$ cat config.mk
export PLATFORM = sky130hd
export DESIGN_NAME = upc_loop_monitor
export DESIGN_NICKNAME = d
export VERILOG_FILES = /design/src/rtl/upc_mon_pkg.sv /design/src/rtl/upc_sat_counter.sv /design/src/rtl/upc_loop_monitor.sv
export SDC_FILE = /design/constraint.sdc
export NUM_CORES = 1
export LEC_CHECK = 0
export CORE_MARGIN = 10
export CORE_UTILIZATION = 53
export DETAILED_ROUTE_END_ITERATION = 10
export PLACE_DENSITY = 0.8
export SYNTH_ARGS = -nofsm -noshare
export SYNTH_HDL_FRONTEND = slang
export SYNTH_HIERARCHICAL = 1
export SYNTH_SLANG_ARGS = --single-unit
$ cat constraint.sdc
create_clock -name clock -period 2.9 [get_ports clock]
set_clock_uncertainty 0.2 [all_clocks]
set_input_delay 0.29 -clock clock [delete_from_list [all_inputs] [get_ports clock]]
set_output_delay 0.29 -clock clock [all_outputs]
set_load 0.01 [all_outputs]
$ cat src/rtl/upc_mon_pkg.sv
// -----------------------------------------------------------------------------
// upc_mon_pkg
// Shared definitions for the loop/handshake performance monitor:
//   - default parameter constants (state encoding width, counter width)
//   - state enums for the module handshake FSM and the loop FSM
// Optional feature macro used by the monitor: UPC_MON_STALL_CNT_EN.
// -----------------------------------------------------------------------------
package upc_mon_pkg;

   localparam int DEF_STATE_W = 3;
   localparam int DEF_CNT_W   = 32;

   // Module-level handshake tracker.
   typedef enum logic {
      IDLE = 1'b0,
      BUSY = 1'b1
   } mod_state_e;

   // Loop tracker.
   typedef enum logic {
      LIDLE = 1'b0,
      LRUN  = 1'b1
   } loop_state_e;

endpackage : upc_mon_pkg

$ cat src/rtl/upc_sat_counter.sv
// -----------------------------------------------------------------------------
// upc_sat_counter
// Saturating up-counter used for every statistic of the monitor.
// Ports:
//   clock  - rising-edge clock
//   reset  - synchronous active-high clear (wins over inc and hold)
//   inc    - add one this cycle
//   hold   - freeze the count (inc ignored)
//   count  - registered count, sticks at 2^CNT_W-1
// -----------------------------------------------------------------------------
module upc_sat_counter
   import upc_mon_pkg::*;
#(
   parameter int CNT_W = DEF_CNT_W
) (
   input  logic             clock,
   input  logic             reset,
   input  logic             inc,
   input  logic             hold,
   output logic [CNT_W-1:0] count
);

   localparam logic [CNT_W-1:0] CNT_MAX = '1;

   logic [CNT_W-1:0] count_q;
   logic [CNT_W-1:0] count_d;

   // NOTE: every always_comb output gets a default first so no path can
   // leave it unassigned and infer a latch.
   always_comb begin
      count_d = count_q;
      if (inc && !hold && (count_q != CNT_MAX)) begin
         count_d = count_q + CNT_W'(1);
      end
   end

   // NOTE: registers are written only with non-blocking assignments so all
   // flops sample the same pre-edge values regardless of block ordering.
   always_ff @(posedge clock) begin
      if (reset) begin
         count_q <= '0;
      end else begin
         count_q <= count_d;
      end
   end

   assign count = count_q;

endmodule : upc_sat_counter

$ cat src/rtl/upc_loop_monitor.sv
// -----------------------------------------------------------------------------
// upc_loop_monitor
// Passive monitor for a module's ap_* handshake and one pipelined loop inside
// it. Counts transactions, busy cycles, latency of the last transaction,
// loop iterations started/ended and completed loops. All counters saturate.
// A 'finish' pulse freezes everything until the next reset.
//
// Ports:
//   clock, reset                  - single clock, synchronous active-high reset
//   finish                        - end of observation, sticky freeze
//   ap_start/ready/done/continue  - observed module handshake
//   cur_state, *_state            - loop FSM state and reference states
//   *_block, *_enable             - stage subdone-block flags / pipeline enables
//   loop_start/ready/done/continue, quit_at_end - loop handshake
//   txn_cnt, busy_cyc, last_latency, iter_start_cnt, iter_end_cnt, loop_cnt
//                                 - statistics (CNT_W bits)
//   mod_busy, loop_active, frozen - registered status flags
//   stall_cyc                     - LRUN cycles with a stage blocked
//                                   (only with UPC_MON_STALL_CNT_EN defined)
// -----------------------------------------------------------------------------
module upc_loop_monitor
   import upc_mon_pkg::*;
#(
   parameter int STATE_W = DEF_STATE_W,
   parameter int CNT_W   = DEF_CNT_W
) (
   input  logic               clock,
   input  logic               reset,
   input  logic               finish,
   input  logic               ap_start,
   input  logic               ap_ready,
   input  logic               ap_done,
   input  logic               ap_continue,
   input  logic [STATE_W-1:0] cur_state,
   input  logic [STATE_W-1:0] iter_start_state,
   input  logic [STATE_W-1:0] iter_end_state,
   input  logic [STATE_W-1:0] quit_state,
   input  logic               iter_start_block,
   input  logic               iter_end_block,
   input  logic               quit_block,
   input  logic               iter_start_enable,
   input  logic               iter_end_enable,
   input  logic               quit_enable,
   input  logic               loop_start,
   input  logic               loop_ready,
   input  logic               loop_done,
   input  logic               loop_continue,
   input  logic               quit_at_end,
   output logic [CNT_W-1:0]   txn_cnt,
   output logic [CNT_W-1:0]   busy_cyc,
   output logic [CNT_W-1:0]   last_latency,
   output logic [CNT_W-1:0]   iter_start_cnt,
   output logic [CNT_W-1:0]   iter_end_cnt,
   output logic [CNT_W-1:0]   loop_cnt,
`ifdef UPC_MON_STALL_CNT_EN
   output logic [CNT_W-1:0]   stall_cyc,
`endif
   output logic               mod_busy,
   output logic               loop_active,
   output logic               frozen
);

   mod_state_e       mod_state_q,  mod_state_d;
   loop_state_e      loop_state_q, loop_state_d;
   logic [CNT_W-1:0] last_latency_q, last_latency_d;
   logic             frozen_q, frozen_d;

   logic             hold;
   logic             start_acc;
   logic             txn_done;
   logic             busy_now;
   logic             loop_go;
   logic             iter_start_ev;
   logic             iter_end_ev;
   logic             quit_ev;
   logic             loop_end;
   logic             lat_clr;
   logic [CNT_W-1:0] lat_cnt;
   logic [CNT_W:0]   lat_sum;

   // Handshake observation only; these never influence state.
   logic unused_inputs;
   assign unused_inputs = ap_ready ^ loop_ready;

   // The edge that samples finish is already frozen, so activity in the
   // finish cycle itself is not recorded.
   assign hold = frozen_q | finish;

   // ---------------------------------------------------------------- events
   // In LIDLE the loop_start cycle already qualifies, so an iteration that
   // starts in the very first loop cycle is not lost.
   assign loop_go       = (loop_state_q == LRUN) || loop_start;
   assign iter_start_ev = (cur_state == iter_start_state) && !iter_start_block
                          && iter_start_enable && loop_go;
   assign iter_end_ev   = (cur_state == iter_end_state) && !iter_end_block
                          && iter_end_enable && loop_go;
   assign quit_ev       = (cur_state == quit_state) && !quit_block
                          && quit_enable && quit_at_end && loop_go;

   // Latency = in-flight counter + start cycle + done cycle, clamped.
   assign lat_sum = {1'b0, lat_cnt} + (CNT_W+1)'(2);

   // ------------------------------------------------------ next-state logic
   always_comb begin
      mod_state_d    = mod_state_q;
      loop_state_d   = loop_state_q;
      last_latency_d = last_latency_q;
      frozen_d       = frozen_q | finish;
      start_acc      = 1'b0;
      txn_done       = 1'b0;
      loop_end       = 1'b0;

      case (mod_state_q)
         IDLE: begin
            if (ap_start) begin
               start_acc   = 1'b1;
               mod_state_d = BUSY;
            end
         end
         BUSY: begin
            if (ap_done && ap_continue) begin
               txn_done       = 1'b1;
               last_latency_d = lat_sum[CNT_W] ? '1 : lat_sum[CNT_W-1:0];
               // A start in the done cycle opens the next transaction at once.
               if (ap_start) begin
                  start_acc = 1'b1;
               end else begin
                  mod_state_d = IDLE;
               end
            end
         end
      endcase

      case (loop_state_q)
         LIDLE: begin
            if (loop_start) begin
               loop_state_d = LRUN;
            end
         end
         LRUN: begin
            // quit and loop_done together still close exactly one loop.
            if ((loop_done && loop_continue) || quit_ev) begin
               loop_end     = 1'b1;
               loop_state_d = LIDLE;
            end
         end
      endcase

      if (hold) begin
         mod_state_d    = mod_state_q;
         loop_state_d   = loop_state_q;
         last_latency_d = last_latency_q;
      end
   end

   always_ff @(posedge clock) begin
      if (reset) begin
         mod_state_q    <= IDLE;
         loop_state_q   <= LIDLE;
         last_latency_q <= '0;
         frozen_q       <= 1'b0;
      end else begin
         mod_state_q    <= mod_state_d;
         loop_state_q   <= loop_state_d;
         last_latency_q <= last_latency_d;
         frozen_q       <= frozen_d;
      end
   end

   // The start cycle counts as busy, matching start-through-done latency.
   assign busy_now = (mod_state_q == BUSY) || start_acc;

   // In-flight latency counter is cleared on every accepted start.
   assign lat_clr = reset || (start_acc && !hold);

   // -------------------------------------------------------------- counters
   upc_sat_counter #(.CNT_W(CNT_W)) u_lat_cnt (
      .clock (clock),
      .reset (lat_clr),
      .inc   (mod_state_q == BUSY),
      .hold  (hold),
      .count (lat_cnt)
   );

   upc_sat_counter #(.CNT_W(CNT_W)) u_txn_cnt (
      .clock (clock),
      .reset (reset),
      .inc   (txn_done),
      .hold  (hold),
      .count (txn_cnt)
   );

   upc_sat_counter #(.CNT_W(CNT_W)) u_busy_cnt (
      .clock (clock),
      .reset (reset),
      .inc   (busy_now),
      .hold  (hold),
      .count (busy_cyc)
   );

   upc_sat_counter #(.CNT_W(CNT_W)) u_iter_start_cnt (
      .clock (clock),
      .reset (reset),
      .inc   (iter_start_ev),
      .hold  (hold),
      .count (iter_start_cnt)
   );

   upc_sat_counter #(.CNT_W(CNT_W)) u_iter_end_cnt (
      .clock (clock),
      .reset (reset),
      .inc   (iter_end_ev),
      .hold  (hold),
      .count (iter_end_cnt)
   );

   upc_sat_counter #(.CNT_W(CNT_W)) u_loop_cnt (
      .clock (clock),
      .reset (reset),
      .inc   (loop_end),
      .hold  (hold),
      .count (loop_cnt)
   );

`ifdef UPC_MON_STALL_CNT_EN
   upc_sat_counter #(.CNT_W(CNT_W)) u_stall_cnt (
      .clock (clock),
      .reset (reset),
      .inc   ((loop_state_q == LRUN) && (iter_start_block || iter_end_block)),
      .hold  (hold),
      .count (stall_cyc)
   );
`endif

   // ---------------------------------------------------------------- status
   assign last_latency = last_latency_q;
   assign mod_busy     = (mod_state_q == BUSY);
   assign loop_active  = (loop_state_q == LRUN);
   assign frozen       = frozen_q;

endmodule : upc_loop_monitor

# == After elaboration in Yosys (flattened, before gate mapping) ==
# Index checks and enable logic that the tools add are counted.
# classes
add_sub_neg,7
n_eq_ne,9
n_mux,13
n_bitwise,4
reduce_logical,34
# op_table
op,count
"32-bit by 1-bit adder with 32-bit output, second input constant",6
"32-bit inequality test, second input constant",6
"32-bit by 2-bit adder with 33-bit output, second input constant",1
32-bit two-way mux,1
1-bit logical AND,25
3-bit == test,3
1-bit two-way mux,9
1-bit one-hot mux with 2 select lines,3
1-bit zero test,4
1-bit logical OR,4
1-bit inverter,3
3-bit AND reduction,1
1-bit bitwise OR,1
# word_totals
register_bits,227
out_inout_bits,195

# == Longest topological paths before layout ==
# depth
depth_word,10
mapped_depth,9
depth_no_buf,9

# == Cells and area by module ==
# The synthesis kept the hierarchy.
# by_module_without_submodules
module,n_inst,cells_each,area_each_um2,seq_area_each_um2
upc_sat_counter,6,204,1741.7,640.6
upc_loop_monitor,1,231,2024.4,700.7

# == Least setup slack after synthesis ==
# No wires, ideal clock.
# synth_timing
path_kind,flip-flop to flip-flop
startpoint,"reg loop_state_q, in the netlist loop_active"
endpoint,"reg u_iter_end_cnt.count_q[13], in the netlist u_iter_end_cnt/count[13]"
setup_ns,0.121
arrival_ns,2.386
path_slack_ns,0.193
stages_incl_launch_ff,9
n_path_buf,1
period_less_slack_ns,2.707
path_cell_list,dfxtp_1 > nor2_1 > or4b_2 > nor3_1 > nand2b_1 > a21o_2 > buf_2 > nor4_1 > mux2_2
# synth_via
elab_chain_cells,4
# synth_lines
element,line_no,text
start: declaration,upc_loop_monitor.sv:64,"loop_state_e loop_state_q, loop_state_d;"
start signal: assignment,upc_loop_monitor.sv:164,loop_state_q <= loop_state_d;
1-bit logical OR,upc_loop_monitor.sv:92,assign loop_go = (loop_state_q == LRUN) || loop_start;
1-bit logical AND,upc_loop_monitor.sv:96,&& iter_end_enable && loop_go;
named net iter_end_ev,upc_loop_monitor.sv:74,logic iter_end_ev;
1-bit logical AND (2 in a row),upc_sat_counter.sv:32,if (inc && !hold && (count_q != CNT_MAX)) begin
end signal: assignment,upc_sat_counter.sv:43,count_q <= count_d;
end: declaration,upc_sat_counter.sv:25,logic [CNT_W-1:0] count_q;
# The timed path passes the listed nets, and every way through them passes these cells.
# A chain may end at the register's enable or synchronous reset.

# == Final worst setup path ==
# layout_timing
startpoint,"reg loop_state_q, in the netlist loop_active"
endpoint,"reg u_iter_end_cnt.count_q[25], in the netlist u_iter_end_cnt/count[25]"
# Same word-level chain as after synthesis.

==> metrics <==
first-pass GRT wire length=about 60000 µm; CTS Buf Count=26; Hold Startpoint=ap_start; CP Data Arrival Time=3.03 ns; Peak VDD IR=388.0 µV; critical path launch point=loop_active; Max clock buf depth=3; Tcrit/Tclk final=97.62%; post-synth top area share=between 30 and 40%; Synth Flop Type=dfxtp_1; final setup TNS=0 ns; Synth warnings=6; Slew HR=56.37%; hold path cells=3; Final Max Tran Viols=0; DP HPWL=~27000 µm; worst hold slack=0.2836 ns; Overflow after GRT=0; Period minus WS final=approximately 2.8 ns; Post-DRT Antenna Nets=0; final wirelength=36680 µm; Worst Hold Path EP=mod_busy; std cell rows=56; TritonRoute pass-1 iters=5; area post-placement=0.01538 mm²; PwrDens=410.4 mW/mm²; M1 WL=15710 µm; final non-filler cell area=0.01629 mm²; CP Max Fanout=3; outcome=complete, no violations; FF-to-FF path depth=8; syn_area_per_cell=8.574 µm²; layout overhead on the synthesized area=30.61%; FMAX=353.2 MHz; GP Congestion=0.8957; Chip Height=173.4 µm; highest routed layer=met4; post-CTS setup buffers=0; Synthesized Nets=about 1.5k; Clock transition at path regs=0.06 ns; CTS tree=done; layout cells sized above 1=between 10 and 15%; routed vias=12.34k; vias in the first global route=between 10k and 15k; largest family of logic cells by synthesized area=simple AND/OR/NAND/NOR gates; drt first-iter violations=1299; count of flip-flops with a built-in enable after synthesis=0; post-synth top area cell=dfxtp_1; Seq/Total Area, Yosys=36.43%; clk_lat worst skew=0.52 ns; die footprint=0.03007 mm²; max cap viols=0; dpl cells=2001; Residual DRC=0; Synth Register Bits=227; worst setup margin=0.06892 ns; Fin. Hold Viols=0; FF-to-FF End=u_iter_end_cnt/count[25]; Nets=between 1.5k and 2k; synthesized-area fraction occupied by and/or/nand/nor cells=38.11%; LEAKAGE=5.261 nW; portion of netlist area occupied by mux cells=4.875%; FILL cells=1865; WL met2=18220 µm; r2r setup slk=0.07 ns; worst hold path class=primary input to flop; main area contributors after synthesis=dfxtp_1, nor2_1, mux2_2; H-tree depth=1; overall routing resource usage=a little under a quarter; Synth async-reset ratio=0%; Mapped Area=0.01247 mm²; Synth cell types=48; CP Data Required Time=roughly 3.1 ns; post-synthesis compound-gate area fraction=a little under an eighth; final setup fails=0; Root Driver=clkbuf_16; I/O pin cnt=roughly 230; Setup CP Type=flop to flop; Synth Area in Adders=less than 1%; met3 wire len=1892 µm; top cells by count, synth=dfxtp_1, nor2_1, a21oi_1; die width=between 150 and 200 µm; Worst Tran Pin Value=0.6544 ns; Final Non-Filler Cells=roughly 2k; post-place setup slack=-0.4514 ns; worst flop-to-flop path startpoint=loop_active; wire length per cell=17.93 µm; ant diodes=0; CP Capture Type=flop; CP Launch Type=flop; Port Buf Inserts=~220; XOR/XNOR Fraction of Synth Area=5.827%; largest net degree at the start of global routing=125; Initial Utilization=53.46%; CTS Sinks=between 200 and 250; Via density=~6.0; Core ar.=0.02333 mm²; most instantiated library cell after synthesis=dfxtp_1; gate count after technology mapping=1455; initial antenna violation count=0
timing repair:
item	4_1_cts	5_1_grt
resized for setup	0	7
setup endpoints to repair	0	13
hold buffers	1	0
hold endpoints to repair	20	0
placed cells by master (no fill, tap or decap), types with 10 or more instances in the layout:
cell             synthesis  layout
buf_4                    0      51
or3_1                   66      66
mux2_2                  48      48
nand4_1                 62      62
nor4_1                  55      51
nand2_1                 81      81
nor2b_1                 60      60
xnor2_1                 57      57
and4_1                  31      31
clkbuf_16                0      27
nor4_2                  18      22
o21ai_0                 66      66
a211oi_1                21      21
and3_1                  18      18
clkdlybuf4s50_1          0     221
inv_1                   17      17
nor3_1                  39      37
a211oi_2                10      10
a21oi_1                104     104
nor2_1                 147     147
o31ai_1                 25      25
xor2_1                  26      26
nand3_1                 97      97
nand4_4                 13      13
or4_1                   37      37
dfxtp_1                227     227
report_power, final:
part	total, W	leakage [nW]	internal (W)	switching, W
Sequential	0.00314	1.83	0.00313	0.0000114
Clock	0.00329	0.426	0.00201	0.00127
Combinational	0.000260	3.01	0.000110	0.000151
Total	0.00669	5.26	0.00525	0.00143
layer usage:
metal / vias to the layer above / global-route usage [%]
met3: 61 / 3.049
met4: 0 / 6.683
li1: 6007 / -
met5: - / 0
met2: 361 / 39.73
met1: 5915 / 28.86
layout make-up:
| class | instances | area [µm²] | area share [%] |
|---|---|---|---|
| clock inverter | 6 | 80.08 | 0.4915 |
| multi-input combinational | 1158 | 7672 | 47.09 |
| timing repair buffer | 281 | 2756 | 16.92 |
| tap | 319 | 399.1 | 2.450 |
| clock buffer | 38 | 777.0 | 4.769 |
| sequential | 227 | 4544 | 27.89 |
| inverter | 17 | 63.81 | 0.3916 |
kinds of logic (layout without fill, tap and decap cells):
family	count (synthesis)	count (layout)
compound gates	240	240
xor+xnor	83	83
fa+ha+maj	7	7
buf+inv	70	342
flops	227	227
mux	54	54
simple gates	774	774
worst max-delay path, cell delays in order, from the launching register on:
cell	delay, ns
dfxtp_1	0.33
nor2_1	0.06
or4b_2	0.64
nor3_2	0.21
buf_4	0.16
nand2b_4	0.06
a21o_2	0.23
or4_1	0.51
mux2_1	0.32
stage by stage:
step | util (%) | power (W)
2_1_floorplan | - | 0.003337
3_3_place_gp | 65.93 | 0.003458
3_5_place_dp | 65.93 | 0.003466
4_1_cts | 69.65 | 0.006739
5_1_grt | 69.83 | 0.006876
6_report | 69.83 | 0.006687
worst max path at each step:
stage,endpoint
6_report,u_iter_end_cnt/count[25]
5_1_grt,u_iter_end_cnt/count[31]
4_1_cts,u_iter_end_cnt/count[31]
3_5_place_dp,u_iter_start_cnt/count[25]
3_3_place_gp,u_iter_start_cnt/count[25]
2_1_floorplan,u_iter_end_cnt/count[13]
sequential cells by signal (all words and copies together) (netlist names):
| signal | count |
|---|---|
| last_latency | 32 |
| u_busy_cnt/count | 32 |
| u_iter_end_cnt/count | 32 |
| u_iter_start_cnt/count | 32 |
| u_lat_cnt/count | 32 |
| u_loop_cnt/count | 32 |
| u_txn_cnt/count | 32 |
| frozen | 1 |
| loop_active | 1 |
| mod_busy | 1 |
Power figures use the tool's default switching activity.
